===== src/rtl/cmd_issuer_if.sv =====
// Host command enqueue channel: valid/ready push handshake into the issuer FIFO.
interface cmd_issuer_if #(
  parameter int OPSIZE = 6
);
  logic [OPSIZE-1:0] host_cmd;
  logic              host_valid;
  logic              host_ready;

  // host side drives commands
  modport master (output host_cmd, output host_valid, input host_ready);
  // issuer side accepts them
  modport slave  (input host_cmd, input host_valid, output host_ready);
endinterface


===== src/rtl/cmd_issuer.sv =====
// Command source for the ALU control FSM: FIFO of host commands, a phase
// register shadowing the control FSM, one command per 3-cycle slot, and
// per-command completion/error reporting sampled in EXEC.
module cmd_issuer #(
  parameter int                OPSIZE   = 6,
  parameter int                DEPTH    = 4,
  parameter int                CNTW     = 8,
  parameter logic [OPSIZE-1:0] IDLE_CMD = '0
) (
  input  logic                     clk,
  input  logic                     rst_n,
  cmd_issuer_if.slave              host,
  input  logic                     en,
  input  logic                     resync,
  input  logic                     clr_cnt,
  input  logic                     nvalid_data,
  output logic                     ctrl_rst,
  output logic [OPSIZE-1:0]        cmd_out,
  output logic                     slot_busy,
  output logic                     cmd_done,
  output logic                     cmd_err,
  output logic [CNTW-1:0]          issued_cnt,
  output logic [CNTW-1:0]          err_cnt,
  output logic [$clog2(DEPTH):0]   fifo_level
);
  localparam int AW = $clog2(DEPTH);
  localparam logic [AW:0] FULL_LVL = (AW+1)'(DEPTH);

  typedef enum logic [2:0] {PH_INIT, PH_RST, PH_FETCH, PH_LOAD, PH_EXEC} ph_t;

  ph_t                          ph;
  logic [DEPTH-1:0][OPSIZE-1:0] mem;
  logic [AW-1:0]                wr_ptr, rd_ptr;
  logic                         push, pop, load, fin;

  // next edge enters FETCH (slot load) / closes an EXEC (completion);
  // resync overrides both so the in-flight slot is dropped silently
  assign load = !resync && (ph == PH_RST || ph == PH_EXEC);
  assign fin  = !resync && (ph == PH_EXEC);
  // pop only from registered occupancy: a same-edge push is never bypassed
  assign pop  = load && en && (fifo_level != '0);
  assign push = host.host_valid && host.host_ready;
  assign host.host_ready = (fifo_level < FULL_LVL);

  // FIFO storage, no reset needed: only entries below fifo_level are read
  always_ff @(posedge clk) begin
    if (push) mem[wr_ptr] <= host.host_cmd;
  end

  // FIFO pointers and occupancy; pointers wrap naturally (DEPTH is 2^AW)
  always_ff @(posedge clk or negedge rst_n) begin
    if (!rst_n) begin
      wr_ptr     <= '0;
      rd_ptr     <= '0;
      fifo_level <= '0;
    end else begin
      if (push) wr_ptr <= wr_ptr + AW'(1);
      if (pop)  rd_ptr <= rd_ptr + AW'(1);
      case ({push, pop})
        2'b10:   fifo_level <= fifo_level + (AW+1)'(1);
        2'b01:   fifo_level <= fifo_level - (AW+1)'(1);
        default: fifo_level <= fifo_level;
      endcase
    end
  end

  // phase FSM with registered slot outputs and completion pulses
  always_ff @(posedge clk or negedge rst_n) begin
    if (!rst_n) begin
      ph        <= PH_INIT;
      ctrl_rst  <= 1'b1;
      cmd_out   <= IDLE_CMD;
      slot_busy <= 1'b0;
      cmd_done  <= 1'b0;
      cmd_err   <= 1'b0;
    end else if (resync) begin
      ph        <= PH_INIT;
      ctrl_rst  <= 1'b1;
      cmd_out   <= IDLE_CMD;
      slot_busy <= 1'b0;
      cmd_done  <= 1'b0;
      cmd_err   <= 1'b0;
    end else begin
      ctrl_rst <= 1'b0;
      cmd_done <= fin && slot_busy;
      cmd_err  <= fin && slot_busy && nvalid_data;
      if (load) begin
        cmd_out   <= pop ? mem[rd_ptr] : IDLE_CMD;
        slot_busy <= pop;
      end
      case (ph)
        PH_INIT:  ph <= PH_RST;
        PH_RST:   ph <= PH_FETCH;
        PH_FETCH: ph <= PH_LOAD;
        PH_LOAD:  ph <= PH_EXEC;
        PH_EXEC:  ph <= PH_FETCH;
        default:  ph <= PH_INIT;
      endcase
    end
  end

  // saturating completion counters; clear wins over a coincident increment
  always_ff @(posedge clk or negedge rst_n) begin
    if (!rst_n) begin
      issued_cnt <= '0;
      err_cnt    <= '0;
    end else if (clr_cnt) begin
      issued_cnt <= '0;
      err_cnt    <= '0;
    end else if (fin && slot_busy) begin
      if (issued_cnt != '1)                 issued_cnt <= issued_cnt + CNTW'(1);
      if (nvalid_data && (err_cnt != '1))   err_cnt    <= err_cnt + CNTW'(1);
    end
  end
endmodule


===== src/flat_wrapper.sv =====
// flat-port wrapper written by rule: the top's interface ports become plain ports
module cmd_issuer_flat 
#(
  parameter int                OPSIZE   = 6,
  parameter int                DEPTH    = 4,
  parameter int                CNTW     = 8,
  parameter logic [OPSIZE-1:0] IDLE_CMD = '0
)
  (clk, rst_n, en, resync, clr_cnt, nvalid_data, ctrl_rst, cmd_out, slot_busy, cmd_done, cmd_err, issued_cnt, err_cnt, fifo_level, host_host_cmd, host_host_valid, host_host_ready);
  cmd_issuer_if #(.OPSIZE(OPSIZE)) host_i ();
  input  logic clk;
  input  logic rst_n;
  input  logic en;
  input  logic resync;
  input  logic clr_cnt;
  input  logic nvalid_data;
  output logic ctrl_rst;
  output logic [OPSIZE-1:0] cmd_out;
  output logic slot_busy;
  output logic cmd_done;
  output logic cmd_err;
  output logic [CNTW-1:0] issued_cnt;
  output logic [CNTW-1:0] err_cnt;
  output logic [$clog2(DEPTH):0] fifo_level;
  input wire logic [$bits(host_i.host_cmd)-1:0] host_host_cmd;
  input wire logic [$bits(host_i.host_valid)-1:0] host_host_valid;
  output wire logic [$bits(host_i.host_ready)-1:0] host_host_ready;
  assign host_i.host_cmd = host_host_cmd;
  assign host_i.host_valid = host_host_valid;
  assign host_host_ready = host_i.host_ready;
  cmd_issuer #(.OPSIZE(OPSIZE), .DEPTH(DEPTH), .CNTW(CNTW), .IDLE_CMD(IDLE_CMD)) u_core (.clk(clk), .rst_n(rst_n), .host(host_i), .en(en), .resync(resync), .clr_cnt(clr_cnt), .nvalid_data(nvalid_data), .ctrl_rst(ctrl_rst), .cmd_out(cmd_out), .slot_busy(slot_busy), .cmd_done(cmd_done), .cmd_err(cmd_err), .issued_cnt(issued_cnt), .err_cnt(err_cnt), .fifo_level(fifo_level));
endmodule

===== config.mk =====
export PLATFORM = sky130hd
export DESIGN_NAME = cmd_issuer_flat
export DESIGN_NICKNAME = d
export VERILOG_FILES = /design/src/rtl/cmd_issuer_if.sv /design/src/rtl/cmd_issuer.sv /design/src/flat_wrapper.sv
export SDC_FILE = /design/constraint.sdc
export NUM_CORES = 1
export LEC_CHECK = 0
export CAP_MARGIN = 20
export CORE_MARGIN = 3
export CORE_UTILIZATION = 60
export DETAILED_ROUTE_END_ITERATION = 8
export DONT_BUFFER_PORTS = 1
export PLACE_DENSITY = 0.79
export SYNTH_ARGS = -nofsm -noshare
export SYNTH_HDL_FRONTEND = slang
export SYNTH_SLANG_ARGS = --single-unit
export TNS_END_PERCENT = 30

===== constraint.sdc =====
create_clock -name clk -period 3.1 [get_ports clk]
set_input_delay 0.155 -clock clk [delete_from_list [all_inputs] [get_ports clk]]
set_output_delay 0.155 -clock clk [all_outputs]
set_load 0.005 [all_outputs]

==> results.yml <==
clock_tree:
  post_cts_buffers: 0
  cts_resized: 0
  cts_buffers: 9
  clk_latency_ns: 0.32
  cts_tree: "built"
  cts.sinks: 60
  clk_pin_slew_ns: 0.06
  cts.root.buffer_cell: "clkbuf_8"
  cts_max_level: 3
  clockBufferDepth: 2
placed_design:
  gp_congestion: 0.780
  port_buffers: 0
  postPlaceCellArea_mm2: 0.00267
  post-dp-hpwl_um: 3330
grt:
  antenna_found_initial: 0
  first_global_vias: 1709
  grt_max_degree: 37
  track_usage: 0.210
  grt_pass1_wl_um: 8210
  overflow: 0
detailed_routing:
  drc: 0
  wire_per_inst_um: 18.3
  top_layer: "met4"
  ant_nets: 0
  drt_wl_total_um: 4880
  routed_via_density: 6.14
  met1Wirelength_um: 2040
  route.met3.wl_um: 226
  route.met2.wl_um: 2550
  drt-pass1-iter-count: 4
  drt_iter0_drc: 94
  vias: 1633
critical_path:
  criticalPathCategory: "reg2reg"
  cp.required_ns: 3.34
  cp_max_fo: 10
  arrival_ns: 2.77
  end_kind: "flop"
  cp-start-kind: "flop"
hold_path:
  hp-class: "in2reg"
sta:
  finalHoldViolCount: 0
  slew_violations: 0
  timing.slew.headroom: 0.554
  rsz0062_at_grt: "no"
  post-route-period-util: 0.816
  max_clock_freq_mhz: 395
  finalSetupViolations: 0
  finClkSkew_ns: 0.00948
  worst_slew_pin_slew_ns: 0.664
  post-route-min-period_ns: 2.53
  tns_ns: 0
pwr:
  p_int_mw: 1.50
  switchingPower_mw: 0.550
  power.share.clock: 0.325
  power.density_mw_per_mm2: 691
  p_leak_nw: 1.17
  ir_drop_uv: 375
  p_sw_frac: 0.269
  combPwrFrac: 0.163
  p_seq_frac: 0.513
synth:
  synth_cell_type_count: 45
  synth.cell_area_mm2: 0.00264
  post_synth.cell_area_avg_um2: 13.5
  synth-simple-area-share: 0.132
  syn_inst: 196
  synthArstFlopShare: 0.600
  synth_top_family_by_area: "simple AND/OR/NAND/NOR gates"
  synth-xor-area-share: 0.0365
  synthFlopType: "dfrtp_1"
  synthAdderAreaFrac: 0.0408
  synth_edf_count: 24
  synthMuxAreaShare: 0.0550
  yosysWarnings: 0
  syn_nets: 217
  yosysSeqAreaShare: 0.615
  synth-compound-area-share: 0.0944
  ys_ff_latch: 60
floorplanning:
  die_width_um: 72.3
  rows: 23
  chipHeight_um: 72.3
  io_pins: 43
  core_region_area_mm2: 0.00412
  start_util: 0.641
  die_area_mm2: 0.00523
cells_and_area:
  area_growth_pct: 12.4
  drive_gt1_frac: 0.116
  final_area_mm2: 0.00297
  fillers: 256
  multi_input_area_um2: 946
  diodes: 0
  fin_nets: 232
  seq_area_mm2: 0.00162
flow_run:
  maxCapViolCount: 0
status:
  outcome: "finished, final reports clean"
## Yosys cell counts, types with 3 or more instances
| master | count | area (um^2) |
|---|---|---|
| nor3_1 | 3 | 15.0 |
| or3_1 | 4 | 25.0 |
| o41ai_1 | 3 | 26.3 |
| mux4_2 | 6 | 135 |
| dfrtp_1 | 35 | 876 |
| and2_1 | 6 | 37.5 |
| xnor2_1 | 7 | 61.3 |
| o21ai_0 | 7 | 35.0 |
| inv_1 | 10 | 37.5 |
| ha_1 | 7 | 87.6 |
| a21oi_1 | 12 | 60.1 |
| edfxtp_1 | 24 | 721 |
| or4_1 | 5 | 37.5 |
| nor2_1 | 11 | 41.3 |
| nand3_1 | 7 | 35.0 |
| xor2_1 | 4 | 35.0 |
| a22o_1 | 6 | 52.6 |
| nand2_1 | 6 | 22.5 |
## layer usage
layer,vias up,GRT usage
li1,765,-
met1,826,0.258
met2,38,0.342
met3,4,0.0762
met4,0,0.0793
met5,-,0
## power groups by stage
| stage | clock (mW) | sequential [mW] | combinational, mW |
|---|---|---|---|
| after floorplan | 0 | 1.00 | 0.298 |
| after global placement | 0 | 1.06 | 0.282 |
| after detailed placement | 0 | 1.07 | 0.310 |
| after CTS | 0.676 | 1.05 | 0.340 |
| after global routing | 0.711 | 1.07 | 0.378 |
| final | 0.665 | 1.05 | 0.333 |
## per-stage QoR
step	setup WS [ns]	utilization	hold WS [ns]	instances	total power [mW]
after global routing	0.374	0.721	0.0715	266	2.16
after detailed placement	0.558	0.649	-0.140	240	1.38
after CTS	0.533	0.721	0.0523	266	2.07
after floorplan	0.946	-	-0.141	196	1.30
after global placement	0.759	0.649	-0.140	240	1.34
final	0.570	0.721	0.0693	266	2.05
## cell usage in the layout, fill, tap and decap left out, drive strengths merged, types with 3 or more instances in the layout
| cell type | synthesis | routed |
|---|---|---|
| a22o | 6 | 6 |
| and2 | 6 | 6 |
| o41ai | 3 | 3 |
| mux4 | 6 | 6 |
| nand3 | 8 | 8 |
| inv | 10 | 10 |
| clkbuf | 2 | 14 |
| nand2 | 6 | 6 |
| nor2 | 12 | 12 |
| dlygate4sd3 | 0 | 9 |
| ha | 7 | 7 |
| o21ai | 7 | 7 |
| or4 | 5 | 5 |
| nor3 | 3 | 3 |
| xor2 | 4 | 4 |
| xnor2 | 7 | 7 |
| a21oi | 12 | 12 |
| or3 | 4 | 4 |
| dfrtp | 35 | 35 |
| edfxtp | 24 | 24 |
## layout make-up
| cell class | instances | share of cell area |
|---|---|---|
| Clock buffer | 14 | 0.0515 |
| Inverter | 10 | 0.0127 |
| Clock inverter | 2 | 0.0114 |
| Multi-Input combinational cell | 120 | 0.319 |
| Timing Repair Buffer | 10 | 0.0371 |
| Tap cell | 50 | 0.0211 |
| Sequential cell | 60 | 0.547 |
## final timing paths
check / startpoint / end / depth (start not counted) / slack, ns
max in group asynchronous: rst_n / u_core.ctrl_rst / 2 / 2.56
min in group asynchronous: rst_n / u_core.err_cnt[2] / 2 / 0.28
max reg2reg: u_core.ph[0] / u_core.fifo_level[2] / 8 / 0.57
min reg2reg: u_core.cmd_out[4] / u_core.cmd_out[4] / 1 / 0.53
max: u_core.ph[0] / u_core.fifo_level[2] / 8 / 0.57
min: nvalid_data / u_core.cmd_err / 2 / 0.07
## cells by family (layout without fill, tap and decap cells)
family                     after synthesis  in the layout
adders and majority gates                8              8
xor gates and xnor gates                11             11
DFF                                     60             60
and+or+nand+nor                         57             57
AOI/OAI and AO/OA                       37             37
muxes                                    7              7
buffers and inverters                   16             36
## sequential cells by signal, summed over array words and instances, names as in the netlist
signal	cells
u_core.cmd_done	1
u_core.cmd_err	1
u_core.cmd_out	6
u_core.ctrl_rst	1
u_core.err_cnt	8
u_core.fifo_level	3
u_core.issued_cnt	8
u_core.mem	24
u_core.ph	3
u_core.rd_ptr	2
u_core.slot_busy	1
u_core.wr_ptr	2
## repair_timing
item | in CTS | in global routing
endpoints found under the hold margin | 79 | 0
hold buffers | 10 | 0
setup endpoints to repair | 0 | 0
## worst max-delay path, cell delays in order, from the launching register on
cell     delay (ns)
dfrtp_1        0.47
xnor2_1        0.22
nor4_4         0.60
ha_1           0.32
inv_1          0.07
fa_1           0.38
xor2_1         0.15
nor2_1         0.12
xnor2_1        0.13
Power figures use the tool's default switching activity.
